[config.mk]
export PLATFORM = sky130hd
export DESIGN_NAME = vga_bouncer_flat
export DESIGN_NICKNAME = d
export VERILOG_FILES = /design/src/rtl/vga_pkg.sv /design/src/rtl/vga_bouncer_if.sv /design/src/rtl/bounce_axis.sv /design/src/rtl/vga_bouncer.sv /design/src/flat_wrapper.sv
export SDC_FILE = /design/constraint.sdc
export NUM_CORES = 1
export LEC_CHECK = 0
export ABC_AREA = 1
export ABC_CLOCK_PERIOD_IN_PS = 3000
export CAP_MARGIN = 5
export CELL_PAD_IN_SITES_DETAIL_PLACEMENT = 0
export CELL_PAD_IN_SITES_GLOBAL_PLACEMENT = 2
export CORE_MARGIN = 4
export CORE_UTILIZATION = 35
export CTS_BUF_LIST = sky130_fd_sc_hd__clkbuf_8
export DETAILED_ROUTE_END_ITERATION = 8
export PLACE_DENSITY_LB_ADDON = 0.12
export SLEW_MARGIN = 20
export SYNTH_ARGS = -nofsm -noshare
export SYNTH_HDL_FRONTEND = slang
export SYNTH_SLANG_ARGS = --single-unit
[constraint.sdc]
create_clock -name clk -period 3 [get_ports clk]
set_input_delay 0.3 -clock clk [delete_from_list [all_inputs] [get_ports clk]]
set_output_delay 0.3 -clock clk [all_outputs]
set_load 0.02 [all_outputs]
[src/rtl/vga_pkg.sv]
// Shared types and constants for the vga_bouncer pixel stage.
package vga_pkg;

  typedef struct packed {
    logic [1:0] r;
    logic [1:0] g;
    logic [1:0] b;
  } rgb_t;

  localparam int unsigned H_ACTIVE_DEF = 640;
  localparam int unsigned V_ACTIVE_DEF = 480;

  localparam rgb_t RGB_BLACK = rgb_t'(6'h00);
  localparam rgb_t BG_DARK   = rgb_t'(6'h00);
  localparam rgb_t BG_LIGHT  = rgb_t'(6'h15);

  // Box colours selectable by the colour index; entry 0 is the plain white box.
  localparam rgb_t PALETTE [8] = '{
    rgb_t'(6'h3F),  // white
    rgb_t'(6'h30),  // red
    rgb_t'(6'h0C),  // green
    rgb_t'(6'h03),  // blue
    rgb_t'(6'h3C),  // yellow
    rgb_t'(6'h0F),  // cyan
    rgb_t'(6'h33),  // magenta
    rgb_t'(6'h34)   // orange
  };

  localparam rgb_t BOX_FIXED = PALETTE[0];

endpackage

[src/rtl/vga_bouncer_if.sv]
// Timing-generator inputs, motion controls and pixel outputs of vga_bouncer.
interface vga_bouncer_if #(
  parameter int unsigned HPOS_W = 10,
  parameter int unsigned VPOS_W = 10,
  parameter int unsigned STEP_W = 3
);

  logic              clk_en;
  logic              active;
  logic              hsync;
  logic              vsync;
  logic              v_begin;
  logic [HPOS_W-1:0] hpos;
  logic [VPOS_W-1:0] vpos;
  logic [STEP_W-1:0] speed;
  logic              pause;
  logic [1:0]        r;
  logic [1:0]        g;
  logic [1:0]        b;
  logic              hsync_o;
  logic              vsync_o;
  logic              bounce;

  // Timing generator / control side
  modport master (
    output clk_en, active, hsync, vsync, v_begin, hpos, vpos, speed, pause,
    input  r, g, b, hsync_o, vsync_o, bounce
  );

  // Pixel stage side
  modport slave (
    input  clk_en, active, hsync, vsync, v_begin, hpos, vpos, speed, pause,
    output r, g, b, hsync_o, vsync_o, bounce
  );

endinterface

[src/rtl/bounce_axis.sv]
// One axis of box motion: position, direction and a wall-hit strobe.
module bounce_axis #(
  parameter int unsigned SPAN   = 640,
  parameter int unsigned SIZE   = 32,
  parameter int unsigned W      = 10,
  parameter int unsigned STEP_W = 3
) (
  input  logic              clk,
  input  logic              rst_n,
  input  logic              i_update,
  input  logic [STEP_W-1:0] i_speed,
  output logic [W-1:0]      o_pos,
  output logic              o_dir,
  output logic              o_hit_c
);

  // One extra bit so pos+speed never wraps
  localparam int unsigned AW = W + 1;
  localparam logic [AW-1:0] LIM = AW'(SPAN - SIZE);

  logic [W-1:0]  r_pos;
  logic          r_dir;
  logic [W-1:0]  w_pos_nxt;
  logic          w_dir_nxt;
  logic [AW-1:0] w_pos_ext;
  logic [AW-1:0] w_step;
  logic [AW-1:0] w_sum;
  logic [AW-1:0] w_diff;

  assign w_pos_ext = {1'b0, r_pos};
  assign w_step    = AW'(i_speed);
  assign w_sum     = w_pos_ext + w_step;
  assign w_diff    = w_pos_ext - w_step;

  // Next position/direction; clamp to the wall and flip on a hit, speed 0 is a no-op
  always_comb begin
    w_pos_nxt = r_pos;
    w_dir_nxt = r_dir;
    o_hit_c   = 1'b0;
    if (i_update && (w_step != '0)) begin
      if (r_dir) begin
        if (w_sum >= LIM) begin
          w_pos_nxt = W'(LIM);
          w_dir_nxt = 1'b0;
          o_hit_c   = 1'b1;
        end else begin
          w_pos_nxt = W'(w_sum);
        end
      end else begin
        if (w_pos_ext <= w_step) begin
          w_pos_nxt = '0;
          w_dir_nxt = 1'b1;
          o_hit_c   = 1'b1;
        end else begin
          w_pos_nxt = W'(w_diff);
        end
      end
    end
  end

  // Motion state register
  always_ff @(posedge clk or negedge rst_n) begin
    if (!rst_n) begin
      r_pos <= '0;
      r_dir <= 1'b1;
    end else begin
      r_pos <= w_pos_nxt;
      r_dir <= w_dir_nxt;
    end
  end

  assign o_pos = r_pos;
  assign o_dir = r_dir;

endmodule

[src/rtl/vga_bouncer.sv]
// Bouncing-box pixel stage behind the vga timing generator.
// Optional: VGA_BOUNCER_COLOR_CYCLE_EN steps the box colour through PALETTE on each bounce.
module vga_bouncer
  import vga_pkg::*;
#(
  parameter int unsigned H_ACTIVE = H_ACTIVE_DEF,
  parameter int unsigned V_ACTIVE = V_ACTIVE_DEF,
  parameter int unsigned BOX_W    = 32,
  parameter int unsigned BOX_H    = 32,
  parameter int unsigned HPOS_W   = 10,
  parameter int unsigned VPOS_W   = 10,
  parameter int unsigned STEP_W   = 3
) (
  input  logic          clk,
  input  logic          rst_n,
  vga_bouncer_if.slave  bus
);

  localparam int unsigned HXW = HPOS_W + 1;
  localparam int unsigned VXW = VPOS_W + 1;

  logic              w_update;
  logic              w_hit_x;
  logic              w_hit_y;
  logic              w_hit;
  logic              w_dir_x;
  logic              w_dir_y;
  logic [HPOS_W-1:0] w_box_x;
  logic [VPOS_W-1:0] w_box_y;
  logic [HXW-1:0]    w_hpos_ext;
  logic [HXW-1:0]    w_box_x_ext;
  logic [VXW-1:0]    w_vpos_ext;
  logic [VXW-1:0]    w_box_y_ext;
  logic              w_in_x;
  logic              w_in_y;
  logic              w_checker;
  rgb_t              w_box_rgb;
  rgb_t              w_pix_rgb;

  rgb_t              r_rgb;
  logic              r_hsync;
  logic              r_vsync;
  logic              r_bounce;

  // Motion only at the frame boundary, and never while paused
  assign w_update = bus.v_begin & ~bus.pause;

  bounce_axis #(
    .SPAN   (H_ACTIVE),
    .SIZE   (BOX_W),
    .W      (HPOS_W),
    .STEP_W (STEP_W)
  ) u_axis_x (
    .clk      (clk),
    .rst_n    (rst_n),
    .i_update (w_update),
    .i_speed  (bus.speed),
    .o_pos    (w_box_x),
    .o_dir    (w_dir_x),
    .o_hit_c  (w_hit_x)
  );

  bounce_axis #(
    .SPAN   (V_ACTIVE),
    .SIZE   (BOX_H),
    .W      (VPOS_W),
    .STEP_W (STEP_W)
  ) u_axis_y (
    .clk      (clk),
    .rst_n    (rst_n),
    .i_update (w_update),
    .i_speed  (bus.speed),
    .o_pos    (w_box_y),
    .o_dir    (w_dir_y),
    .o_hit_c  (w_hit_y)
  );

  // A corner hit is still a single event
  assign w_hit = w_hit_x | w_hit_y;

  // Bounce strobe, one cycle after the v_begin that caused it
  always_ff @(posedge clk or negedge rst_n) begin
    if (!rst_n) begin
      r_bounce <= 1'b0;
    end else begin
      r_bounce <= w_hit;
    end
  end

`ifdef VGA_BOUNCER_COLOR_CYCLE_EN
  logic [2:0] r_color_idx;

  // Colour index advances once per bounce event, wrapping through the palette
  always_ff @(posedge clk or negedge rst_n) begin
    if (!rst_n) begin
      r_color_idx <= 3'd0;
    end else if (w_hit) begin
      r_color_idx <= r_color_idx + 3'd1;
    end
  end

  assign w_box_rgb = PALETTE[r_color_idx];
`else
  assign w_box_rgb = BOX_FIXED;
`endif

  assign w_hpos_ext  = {1'b0, bus.hpos};
  assign w_vpos_ext  = {1'b0, bus.vpos};
  assign w_box_x_ext = {1'b0, w_box_x};
  assign w_box_y_ext = {1'b0, w_box_y};
  assign w_in_x      = (w_hpos_ext >= w_box_x_ext) && (w_hpos_ext < (w_box_x_ext + HXW'(BOX_W)));
  assign w_in_y      = (w_vpos_ext >= w_box_y_ext) && (w_vpos_ext < (w_box_y_ext + VXW'(BOX_H)));
  assign w_checker   = bus.hpos[5] ^ bus.vpos[5];

  // Pixel colour: blank outside the active area, box on top of the checkerboard
  always_comb begin
    w_pix_rgb = RGB_BLACK;
    if (bus.active) begin
      if (w_in_x && w_in_y) begin
        w_pix_rgb = w_box_rgb;
      end else if (w_checker) begin
        w_pix_rgb = BG_LIGHT;
      end else begin
        w_pix_rgb = BG_DARK;
      end
    end
  end

  // Output pipeline stage: colour and syncs advance together on each pixel enable
  always_ff @(posedge clk or negedge rst_n) begin
    if (!rst_n) begin
      r_rgb   <= RGB_BLACK;
      r_hsync <= 1'b1;
      r_vsync <= 1'b1;
    end else if (bus.clk_en) begin
      r_rgb   <= w_pix_rgb;
      r_hsync <= bus.hsync;
      r_vsync <= bus.vsync;
    end
  end

  assign bus.r       = r_rgb.r;
  assign bus.g       = r_rgb.g;
  assign bus.b       = r_rgb.b;
  assign bus.hsync_o = r_hsync;
  assign bus.vsync_o = r_vsync;
  assign bus.bounce  = r_bounce;

endmodule
[src/flat_wrapper.sv]
// flat-port wrapper written by rule: the top's interface ports become plain ports
module vga_bouncer_flat import vga_pkg::*;
#(
  parameter int unsigned H_ACTIVE = H_ACTIVE_DEF,
  parameter int unsigned V_ACTIVE = V_ACTIVE_DEF,
  parameter int unsigned BOX_W    = 32,
  parameter int unsigned BOX_H    = 32,
  parameter int unsigned HPOS_W   = 10,
  parameter int unsigned VPOS_W   = 10,
  parameter int unsigned STEP_W   = 3
)
  (clk, rst_n, bus_clk_en, bus_active, bus_hsync, bus_vsync, bus_v_begin, bus_hpos, bus_vpos, bus_speed, bus_pause, bus_r, bus_g, bus_b, bus_hsync_o, bus_vsync_o, bus_bounce);
  vga_bouncer_if #(.HPOS_W(HPOS_W), .VPOS_W(VPOS_W), .STEP_W(STEP_W)) bus_i ();
  input  logic clk;
  input  logic rst_n;
  input wire logic [$bits(bus_i.clk_en)-1:0] bus_clk_en;
  input wire logic [$bits(bus_i.active)-1:0] bus_active;
  input wire logic [$bits(bus_i.hsync)-1:0] bus_hsync;
  input wire logic [$bits(bus_i.vsync)-1:0] bus_vsync;
  input wire logic [$bits(bus_i.v_begin)-1:0] bus_v_begin;
  input wire logic [$bits(bus_i.hpos)-1:0] bus_hpos;
  input wire logic [$bits(bus_i.vpos)-1:0] bus_vpos;
  input wire logic [$bits(bus_i.speed)-1:0] bus_speed;
  input wire logic [$bits(bus_i.pause)-1:0] bus_pause;
  output wire logic [$bits(bus_i.r)-1:0] bus_r;
  output wire logic [$bits(bus_i.g)-1:0] bus_g;
  output wire logic [$bits(bus_i.b)-1:0] bus_b;
  output wire logic [$bits(bus_i.hsync_o)-1:0] bus_hsync_o;
  output wire logic [$bits(bus_i.vsync_o)-1:0] bus_vsync_o;
  output wire logic [$bits(bus_i.bounce)-1:0] bus_bounce;
  assign bus_i.clk_en = bus_clk_en;
  assign bus_i.active = bus_active;
  assign bus_i.hsync = bus_hsync;
  assign bus_i.vsync = bus_vsync;
  assign bus_i.v_begin = bus_v_begin;
  assign bus_i.hpos = bus_hpos;
  assign bus_i.vpos = bus_vpos;
  assign bus_i.speed = bus_speed;
  assign bus_i.pause = bus_pause;
  assign bus_r = bus_i.r;
  assign bus_g = bus_i.g;
  assign bus_b = bus_i.b;
  assign bus_hsync_o = bus_i.hsync_o;
  assign bus_vsync_o = bus_i.vsync_o;
  assign bus_bounce = bus_i.bounce;
  vga_bouncer #(.H_ACTIVE(H_ACTIVE), .V_ACTIVE(V_ACTIVE), .BOX_W(BOX_W), .BOX_H(BOX_H), .HPOS_W(HPOS_W), .VPOS_W(VPOS_W), .STEP_W(STEP_W)) u_core (.clk(clk), .rst_n(rst_n), .bus(bus_i));
endmodule
* Word-level counts from Yosys, hierarchy flattened
Cells that the tools add are included.
** Storage, ports and cells
- Logic and storage cells :: 54
- Bits of input ports :: 31
- Register bits :: 31
- Output and inout port bits :: 9
** Cells by class
- Bitwise operators :: 4
- Multiplexer cells :: 21
- Reductions and logical operators :: 5
- Magnitude comparators :: 8
- Add/subtract/negate cells :: 6
** Operators by type and width (count)
- two-way mux 10 bit :: 6
- adder 10 x 3 -> 11 bit :: 2
- adder 10 x 6 -> 11 bit (second input constant) :: 2
- less-than comparator 10 x 11 -> 1 bit :: 2
- greater-or-equal comparator 10 bit :: 2
- <= comparator 10 x 3 -> 1 bit :: 2
- subtractor 10 x 3 -> 10 bit :: 2
- two-way mux 1 bit :: 12
- two-way mux 6 bit :: 2
- greater-or-equal comparator 11 x 10 -> 1 bit (second input constant) :: 1
- greater-or-equal comparator 11 x 9 -> 1 bit (second input constant) :: 1
- nonzero test 11 bit :: 1
- two-way mux 5 bit :: 1
- logical AND 1 bit :: 4
- bitwise AND 1 bit :: 1
- NOT 1 bit :: 1
- bitwise OR 1 bit :: 1
- XOR 1 bit :: 1

* Longest topological paths before layout
Gate-level depths: netlist of the first run.
- Word-level depth :: 6
- Gate-level depth with buffers :: 16
- Mapped depth without buffers :: 16

* Cells and area by module
From an unflattened synthesis of the first run, not the netlist that was laid out.
** Second synthesis, totals
- Cell total of the unflattened synthesis :: 520
- Area, all modules :: 3559.7 µm²
** Modules (own cells, without submodules)
- vga_bouncer :: area an instance 1246.2 µm², cells each 195, sequential area each 127.6 µm², instances 1
- bounce_axis at u_core.u_axis_x :: area an instance 1192.4 µm², cells each 166, sequential area each 276.5 µm², instances 1
- bounce_axis at u_core.u_axis_y :: area an instance 1121.1 µm², cells each 159, sequential area each 276.5 µm², instances 1

* Worst setup path after synthesis of the first run
OpenSTA, ideal clock, no wires.
- Path kind :: register -> register
- Start point :: register u_core.u_axis_x.r_pos[0], in the netlist u_core.u_axis_x.o_pos[0]
- End point :: register u_core.r_bounce, in the netlist u_core.bus.bounce
- Setup time :: 0.124 ns
- Data arrival time :: 1.816 ns
- Clock period less this slack :: 1.940 ns
- Slack :: 1.060 ns
- Stages on the path, launching flop included :: 13
- Path buffers :: 0
- Required time :: 2.876 ns
- Path through :: dfrtp_1 -> ha_1 -> fa_1 -> nand2_1 -> nand2_1 -> nand3_1 -> nand3_1 -> nor2_1 -> nand2_2 -> nand2_4 -> nand2_2 -> nand3_1 -> o21ai_1
** On the way
- Longest elaborated chain between the ends :: 6
- Elaborated cells on any way between the ends :: 8
- Those cells by class :: add/sub (1); order compare (2); mux (4); bitwise (1)
** RTL lines
- start: declaration :: line bounce_axis.sv:21 : logic [W-1:0] r_pos;
- start signal: assignment :: line bounce_axis.sv:67 : r_pos <= w_pos_nxt;
- adder 10 x 3 -> 11 bit :: line bounce_axis.sv:32 : assign w_sum = w_pos_ext + w_step;
- greater-or-equal comparator 11 x 10 -> 1 bit :: line bounce_axis.sv:42 : if (w_sum >= LIM) begin
- two-way mux 1 bit :: line bounce_axis.sv:42
- two-way mux 1 bit * :: line bounce_axis.sv:41 : if (r_dir) begin
- two-way mux 1 bit * :: line bounce_axis.sv:40 : if (i_update && (w_step != '0)) begin
- bitwise OR 1 bit * :: line vga_bouncer.sv:79 : assign w_hit = w_hit_x | w_hit_y;
- via u_core.w_hit :: line vga_bouncer.sv:25 : logic w_hit;
- end signal: assignment :: line vga_bouncer.sv:86 : r_bounce <= w_hit;
- end: declaration :: line vga_bouncer.sv:43 : logic r_bounce;
Mark *: on every way through the listed nets, which the timed path passes. The rest lies on a longest branch.
A chain may end at the register's enable or synchronous reset.

* Final worst setup path of the first run
- Start point :: input port bus_speed[0]
- End point :: register u_core.u_axis_y.r_pos[0], in the netlist u_core.u_axis_y.o_pos[0]
** On the way
- Longest elaborated chain between the ends :: 4
- Elaborated cells on any way between the ends :: 9
- Those cells by class :: add/sub (2); order compare (2); mux (3); reduce/logical (2)
** RTL lines
- start: declaration :: line flat_wrapper.sv:23 : input wire logic [$bits(bus_i.speed)-1:0] bus_speed;
- adder 10 x 3 -> 11 bit :: line bounce_axis.sv:32
- greater-or-equal comparator 11 x 9 -> 1 bit :: line bounce_axis.sv:42
- two-way mux 10 bit :: line bounce_axis.sv:42
- two-way mux 10 bit :: line bounce_axis.sv:41
- end signal: assignment :: line bounce_axis.sv:67
- end: declaration :: line bounce_axis.sv:21
Parallel ways exist; a longest one is shown, timed or not.

==> reports/metrics.yaml, run 1 <==
ir_drop_mv: 0.3319
p_leak_nw: 1.931
dp_cells: 652
grt_pass1_wl_mm: 15.81
grt_util_all_layers_pct: 17.36
via_count: 3218
boundaryPins: 40
ys_warn_count: 0
cts_resized: 0
yosysTopAreaCellShare_pct: 17.27
coreArea_sq_mm: 0.009240
reg2reg_slack_ns: 0.62
seq_area_frac_synth_pct: 20.42
drc: 0
drive_gt1_share_pct: 6.262
synthFlopType: "dfrtp_1"
powerDensity_mw_per_mm2: 842.4
fin_cells: 656
grt_max_degree: 33
worst_slack_ns: 0.5011
report.final.slew_viol_count: 0
cap_violations: 0
die_w_um: 105.6
ctsHoldBuffers: 0
outcome: "complete, no violations"
synth_common_cells: "nand2_1 (116), nor2_1 (61), inv_1 (57)"
wl_per_cell_um: 14.65
antennaDiodeCount: 0
cts_buffers: 3
hold_ws_ns: 0.3973
async_flop_share_pct: 100.0
wirelength_mm: 9.610
synth_area_leaders: "dfrtp_1 (17%), ha_1 (17%), nand2_1 (13%)"
period_share_pct: 83.30
finClkSkew_ns: 0.005397
grt_overflow: 0
fin_tns_setup_ns: 0
grt_pass1_vias: 3066
post_cts_buffers: 0
setup_viol: 0
start_util_pct: 36.07
yosys.area.top_type: "dfrtp_1"
placementRows: 35
clkLatencyLatePin_ns: 0.28
synth.cell_area_sq_mm: 0.003333
viasPerCell: 4.905
reg2reg_from: "u_core.u_axis_y.o_pos[0]$_DFFE_PN0P_"
slew_headroom_pct: 65.77
min_period_ns: 2.499
grt_use_met1_pct: 27.36
nets: 609
cts-root-buf: "clkbuf_8"
cts_tree: "yes"
cp-end-kind: "register"
grt_use_met2_pct: 25.91
worstSetupPathType: "input pin to register"
crit_fanout: 7
port_buffers: 39
antenna_found_initial: 0
pre_cts_slack_ns: 0.2368
synth_most_common_cell: "nand2_1"
synth_edf_count: 0
syn_avg_cell_area_sq_um: 6.707
finalHoldViolations: 0
dr.pass1.iters: 4
clock.fmax_mhz: 400.2
ys_seq_elements: 27
reg2reg_to: "u_core.u_axis_y.o_pos[0]$_DFFE_PN0P_"
rsz0062_at_grt: "false"
ant_nets: 0
clk_pin_slew_ns: 0.11
hp-class: "input pin to async pin"
worst_slew_pin_slew_ns: 0.5081
syn_to_final_growth_pct: 15.54
use_met3_pct: 2.082
arrival_ns: 2.70
die_h_um: 105.6
htreeDepth: 1
synthCells: 497
first_iter_violations: 226
worst-endpoint-required_ns: 3.20
synth_cell_types: 37
syn_nets: 578
grt-busiest-layer: "met1"
fp.dieArea_sq_mm: 0.01115
worst-r2r-cell-count: 11
clock-sinks: 27
dp_hpwl_mm: 7.711
gp_congestion: 0.8019
cts.path.max_buffers: 2
critPathLaunchType: "input pin"
-- layout by cell type (no fill, tap or decap) --
| cell type | count |
|---|---|
| clkbuf_8 | 3 |
| inv_1 | 58 |
| xor2_1 | 18 |
| nor2_2 | 1 |
| a22oi_1 | 1 |
| dfrtp_1 | 23 |
| and3_1 | 1 |
| o21ai_1 | 2 |
| or2_2 | 1 |
| nand4_2 | 1 |
| ha_1 | 46 |
| clkinv_1 | 1 |
| nor3b_1 | 1 |
| a21oi_1 | 42 |
| nand3_1 | 34 |
| nor2_1 | 61 |
| dfstp_2 | 4 |
| o2111ai_1 | 1 |
| inv_2 | 6 |
| nand2_1 | 116 |
| nand3_4 | 1 |
| nand2_4 | 1 |
| clkdlybuf4s50_1 | 39 |
| o21ai_2 | 1 |
| buf_4 | 3 |
| a21boi_0 | 1 |
| nand3_2 | 1 |
| o21a_1 | 3 |
| nand4_1 | 16 |
| nand2_2 | 9 |
| o21ai_0 | 20 |
| a31oi_1 | 3 |
| a21oi_2 | 1 |
| xnor2_1 | 3 |
| fa_1 | 4 |
-- kinds of logic (layout without fill, tap and decap cells) --
family / after synthesis / count (layout) / synth area share (%)
and+or+nand+nor: 244 / 244 / 32.06
xor gates and xnor gates: 21 / 21 / 5.518
adders and majority gates: 50 / 50 / 19.67
AOI/OAI and AO/OA: 75 / 75 / 12.09
buffers and inverters: 80 / 110 / 10.25
DFF: 27 / 27 / 20.42
-- worst max-delay path by stage --
stage                                    startpoint                              endpoint  slack [ns]  depth (start not counted)
2_1_floorplan  u_core.u_axis_x.o_pos[0]$_DFFE_PN0P_           u_core.bus.bounce$_DFF_PN0_        1.06                         12
3_3_place_gp                           bus_speed[0]           u_core.bus.bounce$_DFF_PN0_        0.21                         11
3_5_place_dp                           bus_speed[0]  u_core.u_axis_y.o_pos[6]$_DFFE_PN0P_        0.24                         11
4_1_cts                                bus_speed[0]  u_core.u_axis_y.o_pos[0]$_DFFE_PN0P_        0.52                         12
5_1_grt                                bus_speed[0]           u_core.bus.bounce$_DFF_PN0_        0.39                         13
6_report                               bus_speed[0]  u_core.u_axis_y.o_pos[0]$_DFFE_PN0P_        0.50                         12
-- report_power, final --
group	internal (mW)	leakage, nW	total [mW]	switching (mW)
combinational	0.840	1.59	2.23	1.39
clock	0.0922	0.0269	0.221	0.129
sequential	0.509	0.310	0.795	0.286
total	1.44	1.93	3.24	1.80
-- per-stage QoR --
step                      power (mW)  util, %  cell area (sq um)
after floorplan                2.424        -               3333
after global routing           3.651    41.68               3851
after CTS                      3.265    41.68               3851
after detailed placement       3.027    41.19               3806
final                          3.244    41.68               3851
after global placement         3.024    41.19               3806
-- sequential cells by signal, summed over array words and instances, names as in the netlist --
| signal | flops |
|---|---|
| u_core.bus.vsync_o | 1 |
| u_core.bus.hsync_o | 1 |
| u_core.bus.b | 2 |
| u_core.u_axis_y.o_dir | 1 |
| u_core.u_axis_x.o_pos | 10 |
| u_core.bus.bounce | 1 |
| u_core.u_axis_y.o_pos | 10 |
| u_core.u_axis_x.o_dir | 1 |
-- area by class of cell --
type	instances	area (sq um)
fillers	995	5389
multi-input cells	390	2311
flip-flops and latches	27	680.7
repair buffers	42	412.9
inverters	64	240.2
well taps	129	161.4
clock buffers	3	41.29
clock inverters	1	3.754
-- metal layers --
layer,vias up,routed length [um]
li1,1672,-
met1,1462,5093
met2,82,3996
met5,-,0
met4,0,32
met3,2,488
-- critical path: stages --
cell             delay, ns
clkdlybuf4s50_1       0.50
ha_1                  0.29
fa_1                  0.41
nand2_1               0.09
nand2_1               0.15
nand4_1               0.17
nand2_1               0.08
o21ai_2               0.38
nand3_1               0.13
nand2_1               0.10
nand2_1               0.05
o21ai_0               0.06
Note: power is estimated with default switching activity, not from simulation.
==> run 2, diff against run 1 <==
Settings changed: ABC_CLOCK_PERIOD_IN_PS 3000 to 2350, CORE_UTILIZATION 35 to 32.
Clock period 3 ns to 2.35 ns, I/O delays scaled along.
==> run 2 against run 1 <==
  * Clock skew increased by 0.00086 ns
  * Sequential power increased by 26%
  * Non-clock buffer count increased by 37
  * Die area increased by 8.6%
  * Routed wire length increased by 4.6%
  * Cell count increased by 6.3%
==> reports/metrics.yaml, run 2 (synthesis gave the netlist of run 1 again) <==
outcome: "complete, no violations"
critPathMostFrequentCell: "nand2_1"
critPathBufInv: 0  # -1
hp-class: "input pin to async pin"
report.final.slew_viol_count: 0  # unchanged
dp_hpwl_mm: 7.989  # +3.6%
placementRows: 36  # +2.9%
worstSetupPathType: "register to register"
boundaryPins: 40  # unchanged
htreeDepth: 1  # unchanged
fp.dieArea_sq_mm: 0.01211  # +8.6%
intPower_mw: 2.152  # +49%
grt_pass1_vias: 3313  # +8.1%
grt_util_all_layers_pct: 17.47  # +0.11 points
clk_pin_slew_ns: 0.11  # about the same
power_switching_mw: 2.405  # +33%
cts_buffers: 3  # unchanged
grt_overflow: 0  # unchanged
pre_cts_slack_ns: -0.2722  # -0.5090 ns
cts-root-buf: "clkbuf_8"
cp-end-kind: "register"
rsz0062_at_grt: "false"
dr.pass1.iters: 5  # +1
ctsHoldBuffers: 0  # unchanged
critPathLaunchType: "register"
gp_congestion: 0.8429  # +5.1%
syn_to_final_growth_pct: 24.89
clkLatencyLatePin_ns: 0.29  # about the same
worst_slew_pin_slew_ns: 0.5100  # +0.001910 ns
start_util_pct: 33.48  # -2.6 points
grt_max_degree: 28  # -15%
cp_slowest_stage_delay_ns: 0.57  # +0.07 ns
wl_per_cell_um: 14.42  # -1.6%
drc: 0  # unchanged
slew_headroom_pct: 65.96  # +0.19 points
finalHoldViolations: 0  # unchanged
port_buffers: 39  # unchanged
power_frac_seq_pct: 22.0  # -2.5 points
cts_tree: "yes"
switching_share_pct: 52.77  # -2.8 points
mostFrequentLayoutCells: "nand2_1 (116), nor2_1 (61), inv_1 (57)"
cp_slowest_cell: "dfrtp_1"
die_h_um: 110.1  # +4.2%
drive_gt1_share_pct: 12.94  # +6.7 points
cap_violations: 0  # unchanged
grt_pass1_wl_mm: 16.57  # +4.8%
final_util_pct: 41.82  # +0.14 points
cts.path.max_buffers: 2  # unchanged
fin_cells: 697  # +6.3%
cp_top_family: "simple AND/OR/NAND/NOR gates"
die_w_um: 110.1  # +4.2%
viasPerCell: 4.828  # -1.6%
nets: 646  # +6.1%
p_comb_share_pct: 71.4  # +2.7 points
setup_viol: 0  # unchanged
crit_fanout: 7  # unchanged
finClkSkew_ns: 0.006262  # +0.0008649 ns
ant_nets: 0  # unchanged
antenna_found_initial: 0  # unchanged
clkPwrFrac_pct: 6.6  # -0.2 points
via_count: 3365  # +4.6%
worst-endpoint-required_ns: 2.56  # -0.64 ns
wirelength_mm: 10.05  # +4.6%
ir_drop_mv: 0.3622  # +9.1%
final_common_cell: "nand2_1"
powerDensity_mw_per_mm2: 1095  # +30%
crit_chain: "ha_1 > nor2_1 > nand2_1 > nand2_1 > nand4_2 > o21ai_4 > nand3_1 > nand2_1 > nand2_1 > o21ai_0"
dp_cells: 692  # +6.1%
fin_tns_setup_ns: 0  # unchanged
p_leak_nw: 2.114  # +9.5%
clock-sinks: 27  # unchanged
clock.fmax_mhz: 459.3
hold_ws_ns: 0.3303  # -0.06700 ns
antennaDiodeCount: 0  # unchanged
period_share_pct: 92.65
first_iter_violations: 200  # -12%
worst_slack_ns: 0.1728  # -0.3283 ns
min_period_ns: 2.177
arrival_ns: 2.38  # -0.32 ns
coreArea_sq_mm: 0.009955  # +7.7%
## run 2: metal layers
| metal | GRT usage (%) | routed length (um) |
|---|---|---|
| met3 | 1.456 | 489 |
| met2 | 27.64 | 4294 |
| met1 | 26.20 | 5216 |
| met4 | 2.850 | 48 |
| met5 | 0 | 0 |
## run 2: through the flow
stage	power [mW]	area (sq um)
final	4.558	4163
after global routing	5.101	4163
after CTS	4.568	4143
after detailed placement	4.231	4094
after global placement	4.237	4094
after floorplan	3.095	3333
## run 2: path summary, 6_finish.rpt
check                                                           from                                    to  slack [ns]  depth (start not counted)
worst max-delay path            u_core.u_axis_y.o_pos[1]$_DFFE_PN0P_  u_core.u_axis_y.o_pos[0]$_DFFE_PN0P_        0.17                         10
worst max register to register  u_core.u_axis_y.o_pos[1]$_DFFE_PN0P_  u_core.u_axis_y.o_pos[0]$_DFFE_PN0P_        0.17                         10
worst min register to register        u_core.bus.vsync_o$_DFFE_PN1P_        u_core.bus.vsync_o$_DFFE_PN1P_        0.47                          2
max in group asynchronous                                      rst_n     u_core.u_axis_x.o_dir$_DFFE_PN1P_        1.69                          2
worst min-delay path                                           rst_n  u_core.u_axis_x.o_pos[6]$_DFFE_PN0P_        0.33                          2
min in group clk                                           bus_vsync        u_core.bus.vsync_o$_DFFE_PN1P_        0.45                          3
## run 2: worst register-to-register path: cells and delay by family (launching register included)
| family | cells | cell delay, ns |
|---|---|---|
| flip-flops | 1 | 0.57 |
| AND/OR/NAND/NOR | 7 | 0.83 |
| adder cells (fa/ha/maj) | 1 | 0.32 |
| AO/OA/AOI/OAI | 2 | 0.38 |
## run 2: timing repair
item | 4_1_cts | 5_1_grt
buffers inserted | 0 | 1
setup endpoints to repair | 0 | 18
resized for setup | 0 | 4
## run 2: power groups by stage
stage	registers (mW)	logic (mW)	clock network, mW
5_1_grt	1.04	3.73	0.333
3_5_place_dp	1.01	3.22	0
4_1_cts	1.00	3.25	0.318
3_3_place_gp	1.01	3.22	0
2_1_floorplan	0.843	2.25	0
6_report	1.00	3.25	0.300
## run 2: layout make-up
type	count	area, sq um
Fill cell	1067	5792
Multi-Input combinational cell	390	2318
Timing Repair Buffer	79	705.7
Sequential cell	27	683.2
Inverter	64	240.2
Tap cell	133	166.4
Clock buffer	3	41.29
Clock inverter	1	7.507
